--- config.mk ---
export PLATFORM = sky130hd
export DESIGN_NAME = dmem_port_arbiter
export DESIGN_NICKNAME = d
export VERILOG_FILES = /design/src/rtl/dmem_port_arbiter.sv
export SDC_FILE = /design/constraint.sdc
export NUM_CORES = 1
export LEC_CHECK = 0
export CAP_MARGIN = 30
export CORE_AREA = 3 3 113 115
export CTS_CLUSTER_DIAMETER = 60
export DETAILED_ROUTE_END_ITERATION = 10
export DIE_AREA = 0 0 116 118
export HOLD_SLACK_MARGIN = 0.15
export SETUP_SLACK_MARGIN = 0.4
export SYNTH_ARGS = -nofsm -noshare
export SYNTH_HDL_FRONTEND = slang
export SYNTH_SLANG_ARGS = --single-unit
--- constraint.sdc ---
create_clock -name clk -period 2.6 [get_ports clk]
set_input_delay 0.26 -clock clk [delete_from_list [all_inputs] [get_ports clk]]
set_output_delay 0.26 -clock clk [all_outputs]
set_load 0.05 [all_outputs]
--- src/rtl/dmem_port_arbiter.sv ---
// Arbitrates the single-ported data memory between the core memory stage and a DMA/debug port.
// Define DMEM_ARB_STARVE_EN to let a DMA request blocked for WAIT_MAX cycles steal one core cycle.
module dmem_port_arbiter #(
    parameter int unsigned WAIT_MAX = 4
) (
    input  logic        clk,
    input  logic        rst,
    input  logic        core_en_m,
    input  logic        core_we_m,
    input  logic [31:0] core_addr_m,
    input  logic [31:0] core_wdata_m,
    output logic [31:0] core_rdata_m,
    output logic        stall_m,
    input  logic        dma_req,
    input  logic        dma_we,
    input  logic [31:0] dma_addr,
    input  logic [31:0] dma_wdata,
    output logic        dma_gnt,
    output logic        dma_rvalid,
    output logic [31:0] dma_rdata,
    output logic [31:0] mem_a,
    output logic        mem_we,
    output logic [31:0] mem_wd,
    input  logic [31:0] mem_rd
);

    typedef enum logic {
        SHARE = 1'b0,
        STEAL = 1'b1
    } state_t;

    if (WAIT_MAX < 1 || WAIT_MAX > 255) begin : g_bad_wait_max
        $error("dmem_port_arbiter: WAIT_MAX must be in 1..255");
    end

    state_t      state_q, state_d;
    logic        stall_q, stall_d;
    logic        dma_rvalid_q, dma_rvalid_d;
    logic [31:0] dma_rdata_q, dma_rdata_d;
    logic        gnt;
    logic        we;

    // Memory port mux; address/data default to the core so idle cycles look like core reads.
    always_comb begin
        mem_a  = core_addr_m;
        mem_wd = core_wdata_m;
        we     = 1'b0;
        gnt    = 1'b0;
        unique case (state_q)
            SHARE: begin
                if (core_en_m) begin
                    we = core_we_m;
                end else if (dma_req) begin
                    mem_a  = dma_addr;
                    mem_wd = dma_wdata;
                    we     = dma_we;
                    gnt    = 1'b1;
                end
            end
            STEAL: begin
                mem_a  = dma_addr;
                mem_wd = dma_wdata;
                if (dma_req) begin
                    we  = dma_we;
                    gnt = 1'b1;
                end
            end
            default: ;
        endcase
    end

    assign mem_we       = we & rst;
    assign dma_gnt      = gnt & rst;
    assign core_rdata_m = mem_rd;

    always_comb begin
        dma_rvalid_d = gnt & ~dma_we;
        dma_rdata_d  = (gnt && !dma_we) ? mem_rd : dma_rdata_q;
    end

`ifdef DMEM_ARB_STARVE_EN
    logic [7:0] wait_cnt_q, wait_cnt_d;

    // Steal is decided on the last blocked edge so the grant lands in the very next cycle.
    always_comb begin
        wait_cnt_d = '0;
        state_d    = SHARE;
        if (dma_req && !gnt) begin
            wait_cnt_d = (wait_cnt_q == 8'hFF) ? wait_cnt_q : wait_cnt_q + 8'd1;
            if (state_q == SHARE && wait_cnt_q == 8'(WAIT_MAX - 1)) begin
                state_d = STEAL;
            end
        end
        stall_d = (state_d == STEAL);
    end

    always_ff @(posedge clk or negedge rst) begin
        if (!rst) begin
            wait_cnt_q <= '0;
        end else begin
            wait_cnt_q <= wait_cnt_d;
        end
    end
`else
    always_comb begin
        state_d = SHARE;
        stall_d = 1'b0;
    end
`endif

    always_ff @(posedge clk or negedge rst) begin
        if (!rst) begin
            state_q      <= SHARE;
            stall_q      <= 1'b0;
            dma_rvalid_q <= 1'b0;
            dma_rdata_q  <= '0;
        end else begin
            state_q      <= state_d;
            stall_q      <= stall_d;
            dma_rvalid_q <= dma_rvalid_d;
            dma_rdata_q  <= dma_rdata_d;
        end
    end

    assign stall_m    = stall_q;
    assign dma_rvalid = dma_rvalid_q;
    assign dma_rdata  = dma_rdata_q;

endmodule

# Yosys cells after proc, flatten, opt, wreduce, memory -nomap -nowiden
# Cells that the tools add are included.
dict set report op_classes {
  n_lt_le_gt_ge 0
  mux 8
  n_mul 0
  n_addsub 0
  n_reduce_logical 2
  div_mod_pow 0
  eq_ne 0
  n_bitwise 4
  n_shift 0
}
# cell count
set op_table {}
lappend op_table {{2-to-1 mux 32 bit} 4}
lappend op_table {{2-to-1 mux 1 bit} 4}
lappend op_table {{AND 1 bit} 3}
lappend op_table {{logical AND 1 bit} 1}
lappend op_table {{logical NOT 1 bit} 1}
lappend op_table {{inverter 1 bit} 1}
dict set report totals {
  rom_bits 0
  out_inout_bits 132
  latch_bits 0
  in_bits 166
  elab_cells 16
  mem_bits_rw 0
  memories 0
  reg_bits 33
}

# Logic depth before layout (Yosys ltp)
dict set report depth {
  word_depth 3
  mapped_depth 4
  depth_no_buf 2
}

# Worst setup path after synthesis
# OpenSTA, ideal clock, no wires.
dict set report synth_timing {
  kind {input port to output port}
  start {in core_en_m}
  end {out mem_we}
  arrival_time_ps 1537
  cell_stages 2
  n_path_buf 0
  setup_slack_ps 803
  required_time_ps 2340
  cell_sequence {nand3b_1 -> a21boi_0}
}
dict set report synth_via {
  elab_chain_cells 2
}
# item line_no
set synth_lines {}
lappend synth_lines {{start: declaration} 8} ;# input logic core_en_m,
lappend synth_lines {{2-to-1 mux 1 bit} 51} ;# if (core_en_m) begin
lappend synth_lines {{AND 1 bit} 72} ;# assign mem_we = we & rst;
lappend synth_lines {{end: declaration} 22} ;# output logic mem_we,
# Every way passes these cells.

# Worst setup path after layout
dict set report layout_timing {
  start {in core_en_m}
  end {out mem_wd[25]}
}
dict set report layout_via {
  elab_chain_cells 1
}
# item line_no
set layout_lines {}
lappend layout_lines {{2-to-1 mux 32 bit} 51}
lappend layout_lines {{end: declaration} 23} ;# output logic [31:0] mem_wd,
# Every way passes these cells.

==> impl_metrics.py <==
metrics = {
    "global_routing": {
        "grt_pass1_vias": 2690,
        "grt_pass1_wl_mm": 16.0,
        "grt_antenna_before_repair": 0,
        "overflow": 0,
        "grt_usage": 0.155,
        "grt_max_degree": 36,
    },
    "timing": {
        "layout_min_cycle_time_ps": 2120,
        "maxSlewHeadroom": 0.649,
        "finalSetupViolations": 0,
        "fin_tns_setup_ps": 0,
        "slew_violations": 0,
        "max_freq_ghz": 0.473,
        "period_share": 0.814,
        "fin_worst_skew_ps": 0,
        "tightest_slew_ps": 525,
        "hold_viol_final": 0,
        "rsz0062_at_grt": "false",
    },
    "place": {
        "hpwl_mm": 9.86,
        "dpl.cell_count": 584,
        "place_congestion": 1.01,
        "numPortBuffers": 296,
    },
    "synthesis": {
        "ys_types": 12,
        "ys_seq_elements": 33,
        "synth_nets": 345,
        "yosys_warnings": 0,
        "syn_avg_cell_area_um2": 12.9,
        "synth_area_um2": 2310,
        "synth_seq_area_share": 0.357,
        "syn_inst": 179,
    },
    "detailed_routing": {
        "ant_nets": 0,
        "route.detailed.drc": 0,
        "wirelength_mm": 11.6,
        "first_pass_iters": 4,
        "avgRoutedWirePerCell_um": 19.5,
        "drt_iter0_drc": 68,
        "vias": 2442,
        "vias_per_cell": 4.12,
    },
    "critical_path": {
        "cp_max_fo": 35,
        "crit_path_end_kind": "primary output",
        "start_kind": "primary input",
        "crit_type": "primary input to primary output",
        "cp.required_ps": 2340,
        "cp.arrival_ps": 1860,
    },
    "run_status": {
        "outcome": "finished clean",
    },
    "final_layout": {
        "drive_above_1_share": 0.399,
        "mostFrequentLayoutCells": "clkdlybuf4s50_1 (229), mux2_2 (96), buf_4 (65)",
        "diodes": 0,
        "fin_util": 0.438,
        "syn_to_final_growth_pct": 126,
        "fin_cells": 593,
        "final_nets": 611,
        "final_common_cell": "clkdlybuf4s50_1",
    },
    "power_and_ir_drop": {
        "power_density_nw_per_um2": 554,
        "ir_worst_vdd_v": 0.000536,
        "p_total_mw": 2.89,
        "p_leak_nw": 2.12,
    },
    "cts": {
        "root_buffer": "clkbuf_16",
        "clock_sinks": 33,
        "cts_resized": 0,
        "clock_latency_ps": 270,
        "clk_pin_slew_ps": 60,
        "cts_hold_repair.buffers": 1,
        "post_cts.repair.setup_buffers": 0,
        "cts_tree": "yes",
        "cts_buffer_depth": 2,
        "h-tree-depth": 2,
        "cts_buffers": 5,
    },
    "floorplanning": {
        "die_w_um": 116,
        "initial_core_util": 0.194,
        "die_area_um2": 13700,
        "core.rowCount": 40,
        "io_pins": 298,
        "core_area_um2": 11900,
        "dieHeight_um": 118,
    },
    "min_path": {
        "hold_class": "primary input to async pin",
    },
    "run": {
        "drv_cap": 0,
    },
}
==> per-layer routing <==
layer | wire [um] | GRT usage | part of all wire
met1 | 4200 | 0.171 | 0.36
met5 | 0 | 0 | 0
met3 | 1500 | 0.0689 | 0.13
met2 | 5780 | 0.272 | 0.50
met4 | 114 | 0.0326 | 0.0098
==> critical path, stage by stage <==
cell and delay [ps]:
clkdlybuf4s50_1 530, nor2b_4 220, buf_12 230, mux2_2 400, buf_4 200
==> logic make-up (layout without fill, tap and decap cells) <==
kind of cell / Yosys count / after routing / share of synthesized area
buf+inv: 43 / 310 / 0.153
other cells: 1 / 1 / 0.00162
flops: 33 / 33 / 0.357
mux: 96 / 96 / 0.467
simple gates: 5 / 5 / 0.0184
compound gates: 1 / 1 / 0.00324
==> sequential cells by signal, indices dropped and copies added, names as in the netlist <==
name and count:
dma_rdata 32, dma_rvalid 1
==> where the power goes <==
part	internal [mW]	total, mW	switching, mW
clock	0.380	0.592	0.212
sequential	0.609	0.655	0.0461
combinational	0.678	1.65	0.969
==> area by class of cell <==
cell class | instances | area [um2]
Clock buffer | 6 | 139
Clock inverter | 2 | 13.8
Fill cell | 1135 | 6690
Multi-Input combinational cell | 103 | 1140
Sequential cell | 33 | 826
Tap cell | 147 | 184
Timing Repair Buffer | 302 | 2920
==> final timing paths <==
kind,start,depth (start not counted),slack [ps],endpoint
worst max-delay path,core_en_m,5,480,mem_wd[25]
worst min-delay path,rst,2,420,dma_rdata[31]
worst max register to register,dma_rdata[22],1,1840,dma_rdata[22]
worst min register to register,dma_rdata[28],1,500,dma_rdata[28]
max in group asynchronous,rst,3,1670,dma_rdata[17]
min in group clk,dma_rdata[28],1,500,dma_rdata[28]
==> synth_stat cells <==
master / instances / share of area
buf_4: 33 / 0.11
nor3b_4: 1 / 0.0081
nor2b_1: 1 / 0.0027
dfrtp_1: 33 / 0.36
buf_2: 1 / 0.0022
conb_1: 1 / 0.0016
nand3b_1: 1 / 0.0032
mux2_2: 96 / 0.47
nand2_1: 1 / 0.0016
and2_1: 1 / 0.0027
buf_6: 9 / 0.044
a21boi_0: 1 / 0.0032
==> through the flow <==
step | cell area (um2) | hold WS [ps] | worst slack, ps
6_report | 5220 | 422 | 484
2_1_floorplan | 2310 | -35.6 | 803
5_1_grt | 5220 | 443 | 424
3_5_place_dp | 5060 | 198 | 478
4_1_cts | 5220 | 430 | 479
3_3_place_gp | 5060 | 196 | 478
(Power assumes the default switching activity.)
